<file path="src/rtl/paralelo_serial_tx_if.sv">
// rtl/paralelo_serial_tx_if.sv - byte-slot handshake and serial-link signals of paralelo_serial_tx
// Optional macro TX_BYTE_COUNT_EN adds byte_count_out.
interface paralelo_serial_tx_if;
    logic [7:0]  data_in;
    logic        valid_in;
    logic        data_out;
    logic        ready_out;
    logic        active_out;
    logic        comma_collision_out;
`ifdef TX_BYTE_COUNT_EN
    logic [15:0] byte_count_out;
`endif

    modport master (
        output data_in, valid_in,
`ifdef TX_BYTE_COUNT_EN
        input  byte_count_out,
`endif
        input  data_out, ready_out, active_out, comma_collision_out
    );

    modport slave (
        input  data_in, valid_in,
`ifdef TX_BYTE_COUNT_EN
        output byte_count_out,
`endif
        output data_out, ready_out, active_out, comma_collision_out
    );
endinterface

</file>
<file path="src/rtl/paralelo_serial_tx.sv">
// rtl/paralelo_serial_tx.sv - MSB-first parallel-to-serial transmitter with comma preamble and idle fill
// Optional macro TX_BYTE_COUNT_EN adds a 16-bit accepted-byte counter.
module paralelo_serial_tx #(
    parameter int         SYNC_COMMAS = 4,
    parameter logic [7:0] COMMA       = 8'hBC
) (
    input  logic                 clk_32f,
    input  logic                 reset,
    paralelo_serial_tx_if.slave  bus
);
    typedef enum logic {SYNC, ACTIVE} state_t;

    localparam logic [7:0] LAST_COMMA = 8'(SYNC_COMMAS - 1);

    state_t      r_state;
    state_t      w_state_next;
    logic [7:0]  r_sr;
    logic [2:0]  r_bit_cnt;
    logic [7:0]  r_comma_cnt;
    logic        r_collision;
    logic        w_boundary;
    logic        w_ready;
    logic        w_accept;
    logic        w_last_sync;

    assign w_boundary  = (r_bit_cnt == 3'd7);
    assign w_ready     = w_boundary && ((r_state == ACTIVE) || (r_comma_cnt == LAST_COMMA));
    assign w_accept    = w_ready && bus.valid_in;
    // Leaving SYNC at the boundary where the count lands on the last preamble comma;
    // the second term covers a single-comma preamble, where the count already sits there.
    assign w_last_sync = ((r_comma_cnt + 8'd1) == LAST_COMMA) || (r_comma_cnt == LAST_COMMA);

    always_ff @(posedge clk_32f or negedge reset) begin
        if (!reset) begin
            r_state <= SYNC;
        end else begin
            r_state <= w_state_next;
        end
    end

    always_comb begin
        w_state_next = r_state;
        case (r_state)
            SYNC:    if (w_boundary && w_last_sync) w_state_next = ACTIVE;
            ACTIVE:  w_state_next = ACTIVE;
            default: w_state_next = SYNC;
        endcase
    end

    always_ff @(posedge clk_32f or negedge reset) begin
        if (!reset) begin
            r_sr        <= COMMA;
            r_bit_cnt   <= 3'd0;
            r_comma_cnt <= 8'd0;
            r_collision <= 1'b0;
        end else begin
            r_bit_cnt   <= r_bit_cnt + 3'd1;
            r_collision <= w_accept && (bus.data_in == COMMA);
            if (w_boundary) begin
                r_sr <= w_accept ? bus.data_in : COMMA;
                if (r_state == SYNC) begin
                    r_comma_cnt <= r_comma_cnt + 8'd1;
                end
            end else begin
                r_sr <= {r_sr[6:0], 1'b0};
            end
        end
    end

`ifdef TX_BYTE_COUNT_EN
    logic [15:0] r_byte_count;

    always_ff @(posedge clk_32f or negedge reset) begin
        if (!reset) begin
            r_byte_count <= 16'd0;
        end else if (w_accept) begin
            r_byte_count <= r_byte_count + 16'd1;
        end
    end

    assign bus.byte_count_out = r_byte_count;
`endif

    assign bus.data_out            = r_sr[7];
    assign bus.ready_out           = w_ready;
    assign bus.active_out          = (r_state == ACTIVE);
    assign bus.comma_collision_out = r_collision;
endmodule

</file>
<file path="src/flat_wrapper.sv">
// flat-port wrapper written by rule: the top's interface ports become plain ports
module paralelo_serial_tx_flat 
#(
    parameter int         SYNC_COMMAS = 4,
    parameter logic [7:0] COMMA       = 8'hBC
)
  (clk_32f, reset, bus_data_in, bus_valid_in, bus_data_out, bus_ready_out, bus_active_out, bus_comma_collision_out);
  paralelo_serial_tx_if bus_i ();
  input  logic clk_32f;
  input  logic reset;
  input wire logic [$bits(bus_i.data_in)-1:0] bus_data_in;
  input wire logic [$bits(bus_i.valid_in)-1:0] bus_valid_in;
  output wire logic [$bits(bus_i.data_out)-1:0] bus_data_out;
  output wire logic [$bits(bus_i.ready_out)-1:0] bus_ready_out;
  output wire logic [$bits(bus_i.active_out)-1:0] bus_active_out;
  output wire logic [$bits(bus_i.comma_collision_out)-1:0] bus_comma_collision_out;
  assign bus_i.data_in = bus_data_in;
  assign bus_i.valid_in = bus_valid_in;
  assign bus_data_out = bus_i.data_out;
  assign bus_ready_out = bus_i.ready_out;
  assign bus_active_out = bus_i.active_out;
  assign bus_comma_collision_out = bus_i.comma_collision_out;
  paralelo_serial_tx #(.SYNC_COMMAS(SYNC_COMMAS), .COMMA(COMMA)) u_core (.clk_32f(clk_32f), .reset(reset), .bus(bus_i));
endmodule
</file>
<file path="config.mk">
export PLATFORM = sky130hd
export DESIGN_NAME = paralelo_serial_tx_flat
export DESIGN_NICKNAME = d
export VERILOG_FILES = /design/src/rtl/paralelo_serial_tx_if.sv /design/src/rtl/paralelo_serial_tx.sv /design/src/flat_wrapper.sv
export SDC_FILE = /design/constraint.sdc
export NUM_CORES = 1
export LEC_CHECK = 0
export BUFFER_PORTS_ARGS = -buffer_cell sky130_fd_sc_hd__buf_2
export CORE_ASPECT_RATIO = 1.75
export CORE_UTILIZATION = 35
export CTS_CLUSTER_DIAMETER = 200
export DETAILED_ROUTE_END_ITERATION = 8
export PLACE_DENSITY = 0.52
export REMOVE_ABC_BUFFERS = 1
export SETUP_SLACK_MARGIN = 0.02
export SYNTH_ARGS = -nofsm -noshare
export SYNTH_HDL_FRONTEND = slang
export SYNTH_SLANG_ARGS = --single-unit
</file>
<file path="constraint.sdc">
create_clock -name clk_32f -period 2.2 [get_ports clk_32f]
set_input_delay 0.22 -clock clk_32f [delete_from_list [all_inputs] [get_ports clk_32f]]
set_output_delay 0.22 -clock clk_32f [all_outputs]
set_load 0.1 [all_outputs]
</file>
==> reports/results.tsv, run 1 <==
stage	metric	value	unit
job	drv_cap	0	
critical_path	cpPeakStageDelay	410	ps
cells_and_area	fillers	259	
cells_and_area	mostFrequentLayoutCell	dfrtp_1	
cts	root_buffer	clkbuf_8	
global_routing	grt_first_pass_wirelength	2.99	mm
synthesis	yosys.area_share.simple	17.4	%
cts	ctsResizeCount	0	
synthesis	synth_seq_cells	21	
timing	period_minus_slack	2010	ps
drt	drt-total-wl	1.74	mm
drt	drt_iter0_drc	4	
drt	avgViaCountPerCell	5.13	
power_and_ir_drop	switching_share	21.5	%
critical_path	path_max_fanout	6	
power_and_ir_drop	power.leakage	0.000530	uW
global_routing	grt_antenna_before_repair	0	
cells_and_area	fin_nets	119	
floorplan	die_h	71.7	um
power_and_ir_drop	clkPwrFrac	36.4	%
synthesis	yosysTopAreaCellShare	41.2	%
power_and_ir_drop	internal_power	535	uW
placed_design	gp_congestion	0.732	
critical_path	required	1980	ps
critical_path	worstPathCellList	ha_1, and4b_4, o21a_1, buf_2	
timing	finalHoldViolCount	0	
floorplan	rows	24	
drt	wl_per_cell	13.5	um
synthesis	synth_top_family_by_area	simple AND/OR/NAND/NOR gates	
floorplan	core	2550	sq um
timing	rsz0062_at_grt	no	
global_routing	grt_util_all_layers	13.4	%
timing	maxSlewHeadroom	67.8	%
timing	setup_viol_count_final	0	
critical_path	start_kind	flip-flop	
synthesis	synthTopCellsByArea	dfrtp_1, dfstp_2, ha_1	
synthesis	synth_edf_count	0	
cts	hold_buffers	1	
cells_and_area	drive_above_1_share	30.1	%
critical_path	cp.depth	4	
hold_path	hold_class	primary input to flip-flop	
timing	timing.final.ws_setup	190	ps
cts	cts_buffers	3	
cells_and_area	diodes	0	
global_routing	grt_max_degree	22	
power_and_ir_drop	power_density	600	nW/um^2
drt	vias	662	
placed_design	io_buffers	14	
synthesis	synth-compound-area-share	12.8	%
timing	fin_setup_tns	0	ps
power_and_ir_drop	p_sw	147	uW
power_and_ir_drop	vdd_drop_max	0.280	mV
global_routing	grt_pass1_vias	688	
cells_and_area	area_growth	17.0	%
power_and_ir_drop	seqPwrFrac	58.3	%
timing	fmax	498	MHz
placed_design	post-place-ws	474	ps
synthesis	muxShareOfSynthArea	0	%
global_routing	grt.overflow.total	0	
critical_path	r2r_cells	6	
cells_and_area	most-common-layout-cells	dfrtp_1, buf_2, inv_1, nand2_1	
critical_path	r2r-end	u_core.r_comma_cnt[4]	
critical_path	reg2reg_setup_slack	560	ps
synthesis	ys_types	29	
critical_path	critPathTopFamily	flip-flops	
floorplan	start_util	38.0	%
critical_path	crit_path_start	u_core.r_comma_cnt[1]	
floorplan	dieArea	3000	sq um
synthesis	synth_xor_area_share	6.31	%
timing	period_share	91.4	%
drt	drc	0	
cts	clk_latency	260	ps
timing	tightest_slew	487	ps
cts	cts_num_sinks	21	
critical_path	cp_slowest_cell	dfrtp_1	
critical_path	arrival	1790	ps
power_and_ir_drop	comb_power_share	5.3	%
critical_path	endpoint_kind	primary output	
run_status	status	completed	
placed_design	place_inst	124	
cts	tritoncts	yes	
timing	finalMaxSlewViolations	0	
synthesis	synth_area	971	sq um
critical_path	critPathCapture	bus_ready_out	
synthesis	yosysSeqAreaShare	54.8	%
synthesis	synth_area_leader_cell	dfrtp_1	
synthesis	synth_top_flop_cell	dfrtp_1	
cts	cts.clk_slew.worst_paths	70	ps
critical_path	critical_path_buf_inv_count	1	
synthesis	async_flop_share	100	%
cells_and_area	fin_util	44.5	%
synthesis	syn_inst	84	
placed_design	hpwl	1.34	mm
timing	finalClockSkew	3.21	ps
cts	cts_htree_levels	1	
synthesis	postSynthAreaPerCell	11.6	sq um
critical_path	r2r-start	u_core.r_bit_cnt[0]	
hold_path	hp-start	bus_data_in[5]	
critical_path	path_class	flip-flop to primary output	
drt	antenna_left	0	
synthesis	yosys_warnings	0	
cts	clockBufferDepth	2	
floorplan	ios	15	
floorplan	dieWidth	41.8	um
drt	dr.pass1.iters	4	
cells_and_area	final_cells	129	
cts	cts_setup_buffers	0	
synthesis	synthAdderAreaFrac	5.15	%
how the worst min path moves through the flow:
stage / to / slack, ps / cells after the start
after floorplan: u_core.bus.active_out / -80 / 0
after global placement: u_core.bus.comma_collision_out / 200 / 1
after detailed placement: u_core.bus.comma_collision_out / 210 / 1
after CTS: u_core.r_sr[5] / 190 / 2
after global routing: u_core.r_sr[4] / 190 / 2
final: u_core.r_sr[5] / 190 / 2
metal layers:
metal | vias to the layer above | track usage [%] | share of wire (%)
met3 | 5 | 2.27 | 3.4
met5 | - | 0 | 0
met1 | 316 | 13.6 | 38
met4 | 0 | 7.53 | 2.5
met2 | 15 | 25.0 | 56
li1 | 326 | - | -
Yosys cell counts, types with 2 or more instances:
| master | number |
|---|---|
| nand4_1 | 3 |
| xor2_1 | 2 |
| nor4_1 | 2 |
| inv_1 | 7 |
| dfrtp_1 | 16 |
| xnor2_1 | 5 |
| dfstp_2 | 5 |
| o22ai_1 | 2 |
| nand2b_1 | 2 |
| or2_1 | 2 |
| ha_1 | 4 |
| a21oi_1 | 2 |
| nand2_1 | 7 |
| nand3_2 | 2 |
| nor2_1 | 4 |
| nor3_2 | 2 |
| o22a_1 | 5 |
per-stage QoR:
stage	hold slack (ps)	cell area [sq um]	total power, uW
final	187	1140	682
after global routing	186	1140	719
after CTS	186	1140	695
after detailed placement	207	1080	441
after global placement	196	1080	440
after floorplan	-75.6	962	420
sequential cells by signal (all words and copies together), names as in the netlist:
name and count:
u_core.bus.active_out 1, u_core.r_comma_cnt 8, u_core.r_sr 8, u_core.r_bit_cnt 3, u_core.bus.comma_collision_out 1
kinds of logic (layout without fill, tap and decap cells):
logic type | Yosys count | count (layout)
AND/OR/NAND/NOR | 28 | 28
flip-flops | 21 | 21
AO/OA/AOI/OAI | 15 | 15
XOR/XNOR | 7 | 7
adder cells (fa/ha/maj) | 4 | 4
buffers and inverters | 9 | 28
power by group through the flow:
| stage | clock network, uW | logic, uW | registers, uW |
|---|---|---|---|
| 6_report | 248 | 36.0 | 398 |
| 2_1_floorplan | 0 | 8.09 | 412 |
| 4_1_cts | 260 | 37.2 | 398 |
| 5_1_grt | 280 | 40.2 | 398 |
| 3_5_place_dp | 0 | 35.7 | 405 |
| 3_3_place_gp | 0 | 35.1 | 405 |
cell type report:
cell class / count / area, sq um / share of cell area, %
repair buffers: 17 / 95.1 / 8.37
flip-flops and latches: 21 / 532 / 46.8
multi-input cells: 54 / 404 / 35.6
clock buffers: 3 / 41.3 / 3.63
clock inverters: 1 / 5.00 / 0.441
inverters: 7 / 26.3 / 2.31
well taps: 26 / 32.5 / 2.86
Power figures use the tool's default switching activity.
==> inputs of run 2 (changes only) <==
--- a/config.mk
+++ b/config.mk
@@ -6,11 +6,13 @@
 export NUM_CORES = 1
 export LEC_CHECK = 0
 export BUFFER_PORTS_ARGS = -buffer_cell sky130_fd_sc_hd__buf_2
+export CELL_PAD_IN_SITES_DETAIL_PLACEMENT = 0
+export CELL_PAD_IN_SITES_GLOBAL_PLACEMENT = 1
 export CORE_ASPECT_RATIO = 1.75
 export CORE_UTILIZATION = 35
 export CTS_CLUSTER_DIAMETER = 200
 export DETAILED_ROUTE_END_ITERATION = 8
-export PLACE_DENSITY = 0.52
+export PLACE_DENSITY = 0.62
 export REMOVE_ABC_BUFFERS = 1
 export SETUP_SLACK_MARGIN = 0.02
 export SYNTH_ARGS = -nofsm -noshare
==> constraint.sdc (replaced) <==
create_clock -name clk_32f -period 2.44 [get_ports clk_32f]
set_input_delay 0.244 -clock clk_32f [delete_from_list [all_inputs] [get_ports clk_32f]]
set_output_delay 0.244 -clock clk_32f [all_outputs]
set_load 0.1 [all_outputs]
==> reports/results.tsv, run 2 (same netlist as run 1, synthesis figures left out) <==
stage	metric	value	unit	change
cts	hold_buffers	1		unchanged
cts	cts.clk_slew.worst_paths	70	ps	about the same
cells_and_area	drive_above_1_share	29.4	%	-0.69 points
floorplan	dieWidth	41.8	um	unchanged
placed_design	io_buffers	14		unchanged
critical_path	r2r-start	u_core.r_bit_cnt[0]		
hold_path	hold_class	primary input to flip-flop		
global_routing	busiest_layer	met2		
timing	period_share	82.9	%	
global_routing	grt_util_all_layers	13.9	%	+0.53 points
drt	drt_iter0_drc	2		-2
drt	antenna_left	0		unchanged
drt	drt-total-wl	1.74	mm	+0.29%
placed_design	hpwl	1.36	mm	+1.5%
timing	tightest_slew	592	ps	+105 ps
floorplan	ios	15		unchanged
cells_and_area	mostFrequentLayoutCell	dfrtp_1		
power_and_ir_drop	power.leakage	0.000524	uW	-1.0%
cells_and_area	diodes	0		unchanged
cells_and_area	area_growth	16.2	%	
cts	clockBufferDepth	2		unchanged
global_routing	grt_use_met2	26.2	%	+1.2 points
cts	ctsResizeCount	0		unchanged
job	drv_cap	0		unchanged
floorplan	rows	24		unchanged
cts	clk_latency	260	ps	about the same
cts	tritoncts	yes		
floorplan	start_util	38.0	%	unchanged
placed_design	gp_congestion	0.761		+3.9%
cts	root_buffer	clkbuf_8		
timing	period_minus_slack	2020	ps	
critical_path	crit_path_start	u_core.r_comma_cnt[1]		
timing	finalClockSkew	0.940	ps	-2.27 ps
cts	cts_setup_buffers	0		unchanged
cells_and_area	top_regs	u_core.r_comma_cnt x8, u_core.r_sr x8, u_core.r_bit_cnt x3		
global_routing	grt_max_degree	22		unchanged
critical_path	endpoint_kind	primary output		
timing	timing.final.ws_setup	417	ps	+227 ps
timing	fin_setup_tns	0	ps	unchanged
timing	fmax	494	MHz	
drt	avgViaCountPerCell	5.13		about the same
floorplan	die_h	71.7	um	unchanged
drt	vias	657		-0.76%
timing	rsz0062_at_grt	no		
drt	drc	0		unchanged
floorplan	dieArea	3000	sq um	unchanged
critical_path	path_max_fanout	6		unchanged
cts	cts_buffers	3		unchanged
critical_path	start_kind	flip-flop		
hold_path	hp-start	bus_data_in[2]		
cells_and_area	most-common-layout-cells	dfrtp_1, buf_2, inv_1, nand2_1		
timing	setup_viol_count_final	0		unchanged
timing	finalMaxSlewViolations	0		unchanged
critical_path	required	2200	ps	+220 ps
cells_and_area	fin_nets	118		-0.84%
placed_design	post-place-ws	653	ps	+179 ps
critical_path	arrival	1780	ps	about the same
run_status	status	completed		
power_and_ir_drop	vdd_drop_max	0.252	mV	-10%
critical_path	path_class	flip-flop to primary output		
drt	dr.pass1.iters	3		-1
cts	cts_num_sinks	21		unchanged
floorplan	core	2550	sq um	unchanged
global_routing	grt_first_pass_wirelength	3.08	mm	+3.2%
timing	maxSlewHeadroom	60.5	%	-7.3 points
cts	cts_htree_levels	1		unchanged
global_routing	use_met1	14.4	%	+0.84 points
global_routing	grt_pass1_vias	704		+2.3%
timing	finalHoldViolCount	0		unchanged
drt	wl_per_cell	13.6	um	+1.1%
global_routing	use_met3	1.76	%	-0.50 points
global_routing	grt.overflow.total	0		unchanged
global_routing	grt_antenna_before_repair	0		unchanged
power_and_ir_drop	power_density	544	nW/um^2	-9.4%
## run 2: per-layer routing
metal  part of all wire (%)  vias to the layer above
met1                     37                      310
met2                     56                       16
li1                       -                      326
met3                    3.7                        5
met4                    2.5                        0
met5                      0                        -
## run 2: worst paths after layout
| path | slack, ps | endpoint | cells past startpoint |
|---|---|---|---|
| setup / recovery | 420 | bus_ready_out | 4 |
| hold / removal | 210 | u_core.r_sr[2] | 2 |
| setup reg to reg | 620 | u_core.r_comma_cnt[7] | 6 |
| hold reg to reg | 420 | u_core.r_bit_cnt[0] | 1 |
| max in group asynchronous | 1620 | u_core.r_sr[4] | 2 |
| min in group asynchronous | 470 | u_core.r_sr[6] | 2 |
## run 2: critical path, cell delays in order (launching register included)
cell     delay [ps]
dfrtp_1         400
ha_1            290
and4b_4         300
o21a_1          110
buf_2           410
## run 2: cell type report
type                            instances  area (sq um)
Clock inverter                          1          5.00
Fill cell                             255          1420
Clock buffer                            3          41.3
Sequential cell                        21           532
Inverter                                7          26.3
Tap cell                               26          32.5
Timing Repair Buffer                   16          87.6
Multi-Input combinational cell         54           404
## run 2: where the power goes
group | switching [uW] | internal (uW) | total (uW)
clock network | 109 | 114 | 223
logic | 20.6 | 12.1 | 32.7
registers | 1.51 | 357 | 358
## run 2: stage by stage
stage | util (%) | power (uW) | cells | hold slack [ps] | instance area (sq um)
after global routing | 44.2 | 639 | 128 | 219 | 1130
after global placement | 42.0 | 397 | 123 | 224 | 1070
final | 44.2 | 614 | 128 | 213 | 1130
after floorplan | - | 379 | 82 | -51.6 | 962
after detailed placement | 42.0 | 397 | 123 | 227 | 1070
after CTS | 44.2 | 623 | 128 | 211 | 1130
